[src/rtl/bk_adder.sv]
// 16-bit Brent-Kung parallel-prefix adder with one output register stage.
// Cin is folded into the position-0 generate so the tree yields carries directly.

module bk_cell (
  input  logic g_hi,
  input  logic p_hi,
  input  logic g_lo,
  input  logic p_lo,
  output logic g_out,
  output logic p_out
);
  assign g_out = g_hi | (p_hi & g_lo);
  assign p_out = p_hi & p_lo;
endmodule

module bk_adder (
  input  logic        clk,
  input  logic        rst,
  input  logic [15:0] A,
  input  logic [15:0] B,
  input  logic        Cin,
  output logic [15:0] Sum,
  output logic        Cout
);
  localparam int LEVELS = 7;

  // Distance to the lower operand of the prefix node at (level, bit); 0 = wire through.
  // Levels 1-4 are the up-sweep (spans 2,4,8,16), levels 5-7 the down-sweep.
  function automatic int node_dist(input int lvl, input int i);
    node_dist = 0;
    case (lvl)
      1: if (i % 2 == 1) node_dist = 1;
      2: if (i % 4 == 3) node_dist = 2;
      3: if (i % 8 == 7) node_dist = 4;
      4: if (i == 15) node_dist = 8;
      5: if (i == 11) node_dist = 4;
      6: if (i == 5 || i == 9 || i == 13) node_dist = 2;
      7: if (i % 2 == 0 && i >= 2) node_dist = 1;
      default: node_dist = 0;
    endcase
  endfunction

  logic [LEVELS:0][15:0] gl;
  logic [LEVELS:0][15:0] pl;
  logic [15:0]           p;
  logic [16:0]           c;

  assign p           = A ^ B;
  assign gl[0][0]    = (A[0] & B[0]) | (p[0] & Cin);
  assign gl[0][15:1] = A[15:1] & B[15:1];
  assign pl[0]       = p;

  genvar l, i;
  generate
    for (l = 1; l <= LEVELS; l++) begin : g_lvl
      for (i = 0; i < 16; i++) begin : g_bit
        localparam int D = node_dist(l, i);
        if (D != 0) begin : g_node
          bk_cell u_cell (
            .g_hi (gl[l-1][i]),
            .p_hi (pl[l-1][i]),
            .g_lo (gl[l-1][i-D]),
            .p_lo (pl[l-1][i-D]),
            .g_out(gl[l][i]),
            .p_out(pl[l][i])
          );
        end else begin : g_pass
          assign gl[l][i] = gl[l-1][i];
          assign pl[l][i] = pl[l-1][i];
        end
      end
    end
  endgenerate

  // After the down-sweep every gl[7][i] is the full group generate [i:0] including Cin.
  assign c = {gl[LEVELS], Cin};

  always_ff @(posedge clk or posedge rst) begin
    if (rst) begin
      Sum  <= 16'h0000;
      Cout <= 1'b0;
    end else begin
      Sum  <= p ^ c[15:0];
      Cout <= c[16];
    end
  end
endmodule

[config.mk]
export PLATFORM = sky130hd
export DESIGN_NAME = bk_adder
export DESIGN_NICKNAME = d
export VERILOG_FILES = /design/src/rtl/bk_adder.sv
export SDC_FILE = /design/constraint.sdc
export NUM_CORES = 1
export LEC_CHECK = 0
export CAP_MARGIN = 10
export CORE_UTILIZATION = 45
export CTS_CLUSTER_DIAMETER = 200
export CTS_CLUSTER_SIZE = 25
export DETAILED_ROUTE_END_ITERATION = 7
export PLACE_DENSITY = 0.84
export SKIP_LAST_GASP = 1
export SYNTH_ARGS = -nofsm -noshare
export SYNTH_HDL_FRONTEND = slang
export SYNTH_HIERARCHICAL = 1
export SYNTH_SLANG_ARGS = --single-unit
[constraint.sdc]
create_clock -name clk -period 1.4 [get_ports clk]
set_clock_uncertainty 0.1 [all_clocks]
set_input_delay 0.21 -clock clk [delete_from_list [all_inputs] [get_ports clk]]
set_output_delay 0.21 -clock clk [all_outputs]
set_load 0.03 [all_outputs]
# After elaboration in Yosys (flattened, before gate mapping)
# Index checks and enable logic that the tools add are counted.
word_totals:
  output_inout_bits: 17
  ff_bits: 17
  mem_bits_ro: 0
  latchBits: 0
  mem_count: 0
  mem_bits_rw: 0
  input_bits: 35
  word_cells: 71
classes:
  n_addsub: 0
  eq_ne: 0
  n_div: 0
  bitwise: 69
  n_reduce_logical: 0
  mux: 0
  shifts: 0
  mul: 0
  n_lt_le_gt_ge: 0
op_table:
  columns: ["op", "count"]
  rows:
  - ["bitwise AND 1 bit", 39]
  - ["XOR 16 bit", 2]
  - ["OR 1 bit", 27]
  - ["bitwise AND 15 bit", 1]

# Depth between registers and ports, before layout
# Gate-level depths: netlist of the first run.
logic_depth:
  depth_word: 16
  ltp_mapped: 8
  ltp_nobuf: 8

# Modules after synthesis
# The synthesis of the first run kept the hierarchy.
by_module_without_submodules:
  columns: ["module", "seq_area_each_um2", "area_per_inst_um2", "cells_each", "n_inst"]
  rows:
  - ["bk_adder", 425.4, 780.7, 50, 1]
  - ["bk_cell", 0.0, 15.0, 2, 26]

# Least setup slack after synthesis of the first run
# Ideal clock, no wire load.
synth_timing:
  path_type: "input-to-reg"
  start: "input port A[0]"
  end: "register Sum[15]"
  n_path_buf: 0
  setup_time_ns: 0.122
  required_time_ns: 1.178
  path_stages: 8
  setup_slack_ns: -0.711
  arrival_time_ns: 1.888
  path_cell_list: "fa_1 > a21o_1 > a21o_1 > a21o_1 > a21o_1 > a21o_1 > a21o_1 > xor2_1"
synth_via:
  elab_chain_len: 16
  elab_cells_between_ends: 17
  cone_classes: "bitwise (17)"
synth_lines:
  columns: ["item", "line", "source"]
  rows:
  - ["start, declared", "19", "input logic [15:0] A,"]
  - ["XOR 16 bit", "48", "assign p = A ^ B;"]
  - ["bitwise AND 1 bit", "49", "assign gl[0][0] = (A[0] & B[0]) | (p[0] & Cin);"]
  - ["OR 1 bit *", "49", null]
  - ["bitwise AND 1 bit *", "12", "assign g_out = g_hi | (p_hi & g_lo);"]
  - ["OR 1 bit *", "12", null]
  - ["named net c[2]", "46", "logic [16:0] c;"]
  - ["bitwise AND 1 bit *", "12", null]
  - ["OR 1 bit *", "12", null]
  - ["named net c[4]", "46", null]
  - ["[2 not listed]", null, null]
  - ["named net c[8]", "46", null]
  - ["[2 not listed]", null, null]
  - ["named net c[12]", "46", null]
  - ["bitwise AND 1 bit *", "12", null]
  - ["OR 1 bit *", "12", null]
  - ["named net c[14]", "46", null]
  - ["bitwise AND 1 bit *", "12", null]
  - ["OR 1 bit *", "12", null]
  - ["named net c[15]", "46", null]
  - ["XOR 16 bit *", "83", "Sum <= p ^ c[15:0];"]
  - ["end signal, assigned", "83", null]
  - ["end, declared", "22", "output logic [15:0] Sum,"]
# Mark *: on every way through the listed nets, which the timed path passes. The rest lies on a longest branch.

==> results of run 1 <==
-- state kept, by name, summed over array words and instances, names as in the netlist --
| register | count |
|---|---|
| Sum | 16 |
| Cout | 1 |
-- area by class of cell --
class | count | area [sq um]
tap | 28 | 35.03
fill | 70 | 155.1
timing repair buffer | 94 | 798.3
multi-input combinational | 68 | 747.0
inverter | 1 | 3.754
clock buffer | 4 | 26.28
sequential | 17 | 425.4
-- cells in the final DEF (no fill, tap or decap), drive strengths merged, types with 8 or more instances in the layout --
| cell | instances |
|---|---|
| buf | 46 |
| dlygate4sd2 | 26 |
| and2 | 11 |
| clkbuf | 8 |
| dlymetal6s2s | 8 |
| clkdlybuf4s15 | 9 |
| a21o | 26 |
| dfrtp | 17 |
| xor2 | 15 |
| ha | 15 |
-- per-stage QoR --
| stage | cells | total power (uW) | setup WS [ns] |
|---|---|---|---|
| 4_1_cts | 206 | 1770 | -0.4852 |
| 2_1_floorplan | 86 | 1080 | -0.6414 |
| 5_1_grt | 212 | 1999 | -0.5275 |
| 3_3_place_gp | 192 | 1513 | -1.023 |
| 6_report | 212 | 1938 | -0.4715 |
| 3_5_place_dp | 192 | 1548 | -1.083 |
-- power groups by stage --
stage	clock network [uW]	logic [uW]	registers [uW]
after floorplan	0	236	844
after global placement	0	888	625
after detailed placement	0	917	631
after CTS	256	899	616
after global routing	308	1050	636
final	292	1020	630
-- per-layer routing --
metal  track usage  up-vias
met2        0.5533       97
met3       0.03939       33
met5             0        -
met1        0.2951      556
met4        0.1286        0
li1              -      496
-- worst max-delay path by stage --
stage | from | cells past startpoint | slack [ns] | to
after CTS | Cin | 9 | -0.49 | Sum[15]$_DFF_PP0_
after global placement | A[0] | 9 | -1.02 | Sum[15]$_DFF_PP0_
after floorplan | A[0] | 8 | -0.64 | Sum[15]$_DFF_PP0_
after detailed placement | A[0] | 9 | -1.08 | Sum[15]$_DFF_PP0_
final | B[2] | 9 | -0.47 | Sum[15]$_DFF_PP0_
after global routing | B[2] | 9 | -0.53 | Sum[15]$_DFF_PP0_
-- timing repair --
item / in CTS / in global routing
endpoints found under the setup margin: 32 / 12
pin swaps: 41 / 34
setup buffers: 12 / 7
resized for setup: 67 / 31
hold buffers: 0 / 0
endpoints found under the hold margin: 0 / 0
==> flow_summary.yaml, run 1 <==
outcome:
  status: "complete, but fails checks"
  violations: "setup timing"
clock_network:
  htree_levels: 1
  clock_tree_from_tritoncts: "done"
  clock-sinks: 17
  cts-buffers-inserted: 3
  clock-root-buffer: "sky130_fd_sc_hd__clkbuf_4"
  cts_max_path_buffers: 2
  worst_setup_hold_path_clk_slew_ns: 0.12
worst_setup_path:
  cp.buffers_inverters: 1
  timing.critical_path.mode_cell: "sky130_fd_sc_hd__a21o_1"
  critical-path-max-stage-delay_ns: 0.31
  crit_family: "compound AO/OA/AOI/OAI gates"
  worstPathArrival_ns: 1.98
  critical_path_launch_point_type: "input port"
  slowest_stage_cell_on_the_critical_path: "sky130_fd_sc_hd__ha_1"
  setup.worst_path.class: "in2reg"
  cp_cell_sequence: "clkdlybuf4s15_1 -> ha_1 -> and2_4 -> a21o_1 -> a21o_1 -> a21o_1 -> a21o_1 -> a21o_1 -> xor2_1"
  timing.critical_path.to_type: "flip-flop"
  worstPathRequired_ns: 1.51
  timing.critical_path.fanout_max: 3
yosys:
  synth_area_per_cell_sq_um: 12.16
  synth_cells: 86
  yosys_warnings: 6
  synth.cell_area_sq_mm: 0.001046
  syn-num-nets: 137
die:
  floorplan.die_area_sq_mm: 0.002521
  floorplan.io_pins: 52
  core_region_area_sq_mm: 0.002191
  std_cell_rows: 17
  floorplan.die.width_microns: 50.21
  floorplan.initialDensity: 0.4774
  die_height_microns: 50.21
layout:
  finish.net_count: 236
  layout-area-overhead-vs-synth_pct: 94.62
  n_antenna_cell: 0
  proportion_of_layout_cells_with_a_drive_suffix_above_1: 0.4076
  fin_area_sq_mm: 0.002036
  postLayoutCoreUtil: 0.9292
pwr:
  power.share.sequential: 0.325
  pwr-share-clk: 0.151
  power.share.combinational: 0.524
  irDropWorstVdd_mv: 0.8066
  power.static_leakage_uw: 0.001194
  netSwitchingPower_uw: 758.3
  pwr_density_cell_mw_per_mm2: 952.1
  power.switching_fraction: 0.3912
  cell_internal_pwr_uw: 1180
sta:
  max_clock_freq_mhz: 534.3
  slew_headroom: 0.7763
  worst_hold_slack_ns: 0.1112
  period_needed_ns: 1.872
  hold_fails_final_rpt: 0
  setup-tns-final_ns: -3.536
  timing_max_transition_violations_final: 0
  unrepaired_setup_endpoints_after_global_routing: "true"
  worst_slack_ns: -0.4715
  tightestPinTransition_ns: 0.3370
  finalCritPeriodShare: 1.337
  final-setup-viol-count: 13
routing:
  detailroute.via_count: 1182
  post-route-drc-count: 0
  met2_length_microns: 2506
  routed.top_layer: "met4"
  wl_met1_microns: 1571
  drt_iter0_drc: 41
  viasPerCell: 5.575
  route.final.wire_length_microns: 4711
  detail-route-antenna-nets: 0
  routed-wl-met3_microns: 305
  initial_drt_pass_iterations: 4
  routedWlPerCell_microns: 22.22
global_route:
  grt_start_max_net_pins: 18
  globalRouteTotalUtil: 0.2851
  antenna_found_initial: 0
  global_route.overflow_total: 0
  global_route_wire_length_before_repair_microns: 5202
  vias_in_the_first_global_route: 1142
placed_design:
  numPortBuffers: 51
  place_hpwl_microns: 2158
  globalplace.congestion: 0.7434
  post_place_cell_area_sq_mm: 0.001797
hold_path:
  hold_wc_path_type: "in2async"
run:
  drv.max_cap_violation_count: 0
(Power assumes the default switching activity.)
==> run 2: changes to the inputs <==
--- a/config.mk
+++ b/config.mk
@@ -6,9 +6,10 @@
 export NUM_CORES = 1
 export LEC_CHECK = 0
 export CAP_MARGIN = 10
-export CORE_UTILIZATION = 45
+export CELL_PAD_IN_SITES_DETAIL_PLACEMENT = 0
+export CELL_PAD_IN_SITES_GLOBAL_PLACEMENT = 2
+export CORE_UTILIZATION = 27
 export CTS_CLUSTER_DIAMETER = 200
-export CTS_CLUSTER_SIZE = 25
 export DETAILED_ROUTE_END_ITERATION = 7
 export PLACE_DENSITY = 0.84
 export SKIP_LAST_GASP = 1
==> flow_summary.yaml, run 2 (synthesized netlist as in run 1, its figures left out) <==
sta:
  final-setup-viol-count: 12
  worst_slack_ns: -0.4384
  max_clock_freq_mhz: 543.9
  slew_headroom: 0.7806
  period_needed_ns: 1.838
  tightestPinTransition_ns: 0.3305
  hold_fails_final_rpt: 0
  worst_hold_slack_ns: 0.1478
  finalCritPeriodShare: 1.313
  timing_max_transition_violations_final: 0
  unrepaired_setup_endpoints_after_global_routing: "true"
layout:
  final-instance-count-excl-fill: 237
  n_antenna_cell: 0
  postLayoutCoreUtil: 0.5906
  regArea_sq_um: 425.4
  largest_register: "Sum"
  flip_flop_count_of_the_largest_register_all_copies_and_words_added: 16
  proportion_of_layout_cells_with_a_drive_suffix_above_1: 0.4233
  final.fill_count: 320
  biggestRegsByFlops: "Sum: 16 flops, Cout: 1 flops"
  multi_input_area_sq_um: 788.3
  finish.net_count: 241
  layout-area-overhead-vs-synth_pct: 108.3
  mostFrequentLayoutCells: "sky130_fd_sc_hd__buf_4 (45), sky130_fd_sc_hd__dlygate4sd2_1 (27), sky130_fd_sc_hd__a21o_1 (26)"
  mostFrequentLayoutCell: "sky130_fd_sc_hd__buf_4"
die:
  core_region_area_sq_mm: 0.003689
  floorplan.io_pins: 52
  std_cell_rows: 22
  floorplan.die_area_sq_mm: 0.004127
  floorplan.die.width_microns: 64.24
  floorplan.initialDensity: 0.2836
  die_height_microns: 64.24
worst_setup_path:
  timing.critical_path.to_type: "flip-flop"
  timing.critical_path.fanout_max: 2
  worstPathRequired_ns: 1.43
  worstPathArrival_ns: 1.87
  critical_path_launch_point_type: "input port"
  setup.worst_path.class: "in2reg"
global_route:
  grt_start_max_net_pins: 18
  vias_in_the_first_global_route: 1020
  global_route_wire_length_before_repair_microns: 4140
  global_route.overflow_total: 0
  antenna_found_initial: 0
  globalRouteTotalUtil: 0.1288
clock_network:
  clock-sinks: 17
  cts-buffers-inserted: 3
  clock-root-buffer: "sky130_fd_sc_hd__clkbuf_8"
  htree_levels: 1
  cts_stage_hold_buffer_count: 0
  cts_max_path_buffers: 2
  clock_tree_from_tritoncts: "done"
  worst_setup_hold_path_clk_slew_ns: 0.07
hold_path:
  hold_wc_path_type: "in2reg"
placed_design:
  numPortBuffers: 51
  numPlacedInstances: 215
  globalplace.congestion: 0.7425
  place_hpwl_microns: 1896
pwr:
  cell_internal_pwr_uw: 1297
  irDropWorstVdd_mv: 0.3848
  power.static_leakage_uw: 0.001213
  power.share.sequential: 0.313
  pwr-share-clk: 0.187
  power.share.combinational: 0.501
  pwr_density_cell_mw_per_mm2: 897.1
  power.switching_fraction: 0.3364
  netSwitchingPower_uw: 657.4
routing:
  wl_met1_microns: 1019
  routed.top_layer: "met4"
  detailroute.via_count: 1034
  detail-route-antenna-nets: 0
  routedWlPerCell_microns: 11.30
  met2_length_microns: 1503
  drt_iter0_drc: 20
  routed-wl-met3_microns: 128
  initial_drt_pass_iterations: 3
  route.final.wire_length_microns: 2679
  viasPerCell: 4.363
  post-route-drc-count: 0
outcome:
  violations: "setup timing"
  status: "complete, but fails checks"
run:
  drv.max_cap_violation_count: 0
## run 2: changes by cell type in the layout (fill, tap and decap cells not counted), sizes merged
cell / delta
clkdlybuf4s50: +7
buf: +5
clkbuf: -3
clkdlybuf4s15: -3
dlymetal6s2s: -2
dlygate4sd2: +1
## run 2: timing repair
action / 4_1_cts / 5_1_grt
endpoints found under the setup margin: 32 / 13
pin swaps: 35 / 34
setup buffers: 13 / 7
gates resized for setup: 60 / 28
## run 2: area by class of cell
type                            count  share of cell area
Timing Repair Buffer               99              0.3929
Multi-Input combinational cell     68              0.3619
Sequential cell                    17              0.1953
Tap cell                           48             0.02757
Clock buffer                        4             0.02068
Inverter                            1            0.001723
## run 2: power by group through the flow
stage	Combinational [uW]	Sequential (uW)	Clock (uW)
after floorplan	236	844	0
after global placement	906	628	0
after detailed placement	917	628	0
after CTS	909	614	378
after global routing	1050	622	402
final	978	611	365
## run 2: path summary, 6_finish.rpt
kind                       startpoint                 to  slack, ns  cells after the start
max in group asynchronous         rst   Sum[8]$_DFF_PP0_       0.84                      3
min in group asynchronous         rst   Sum[0]$_DFF_PP0_       0.17                      3
worst min-delay path              Cin   Sum[0]$_DFF_PP0_       0.15                      2
worst max-delay path             A[0]  Sum[15]$_DFF_PP0_      -0.44                      9
## run 2: routing by layer
layer | global-route usage | vias to the layer above
li1 | - | 506
met2 | 0.2500 | 29
met4 | 0.06389 | 0
met5 | 0 | -
met1 | 0.1328 | 497
met3 | 0.01607 | 2
## run 2: per-stage QoR
| step | setup WS (ns) | TNS, ns | cell area (sq um) | power (uW) |
|---|---|---|---|---|
| 2_1_floorplan | -0.6414 | -3.839 | 1049 | 1080 |
| 3_3_place_gp | -1.012 | -11.96 | 1844 | 1534 |
| 3_5_place_dp | -1.030 | -12.11 | 1844 | 1545 |
| 4_1_cts | -0.5332 | -4.277 | 2003 | 1901 |
| 5_1_grt | -0.4961 | -4.050 | 2178 | 2075 |
| 6_report | -0.4384 | -3.456 | 2178 | 1954 |
## run 2: critical path, cell delays in order
cell                     delay (ns)
sky130_fd_sc_hd__buf_6         0.09
sky130_fd_sc_hd__fa_2          0.37
sky130_fd_sc_hd__a21o_1        0.19
sky130_fd_sc_hd__a21o_1        0.17
sky130_fd_sc_hd__a21o_1        0.18
sky130_fd_sc_hd__a21o_1        0.17
sky130_fd_sc_hd__a21o_1        0.17
sky130_fd_sc_hd__a21o_1        0.16
sky130_fd_sc_hd__xor2_1        0.14
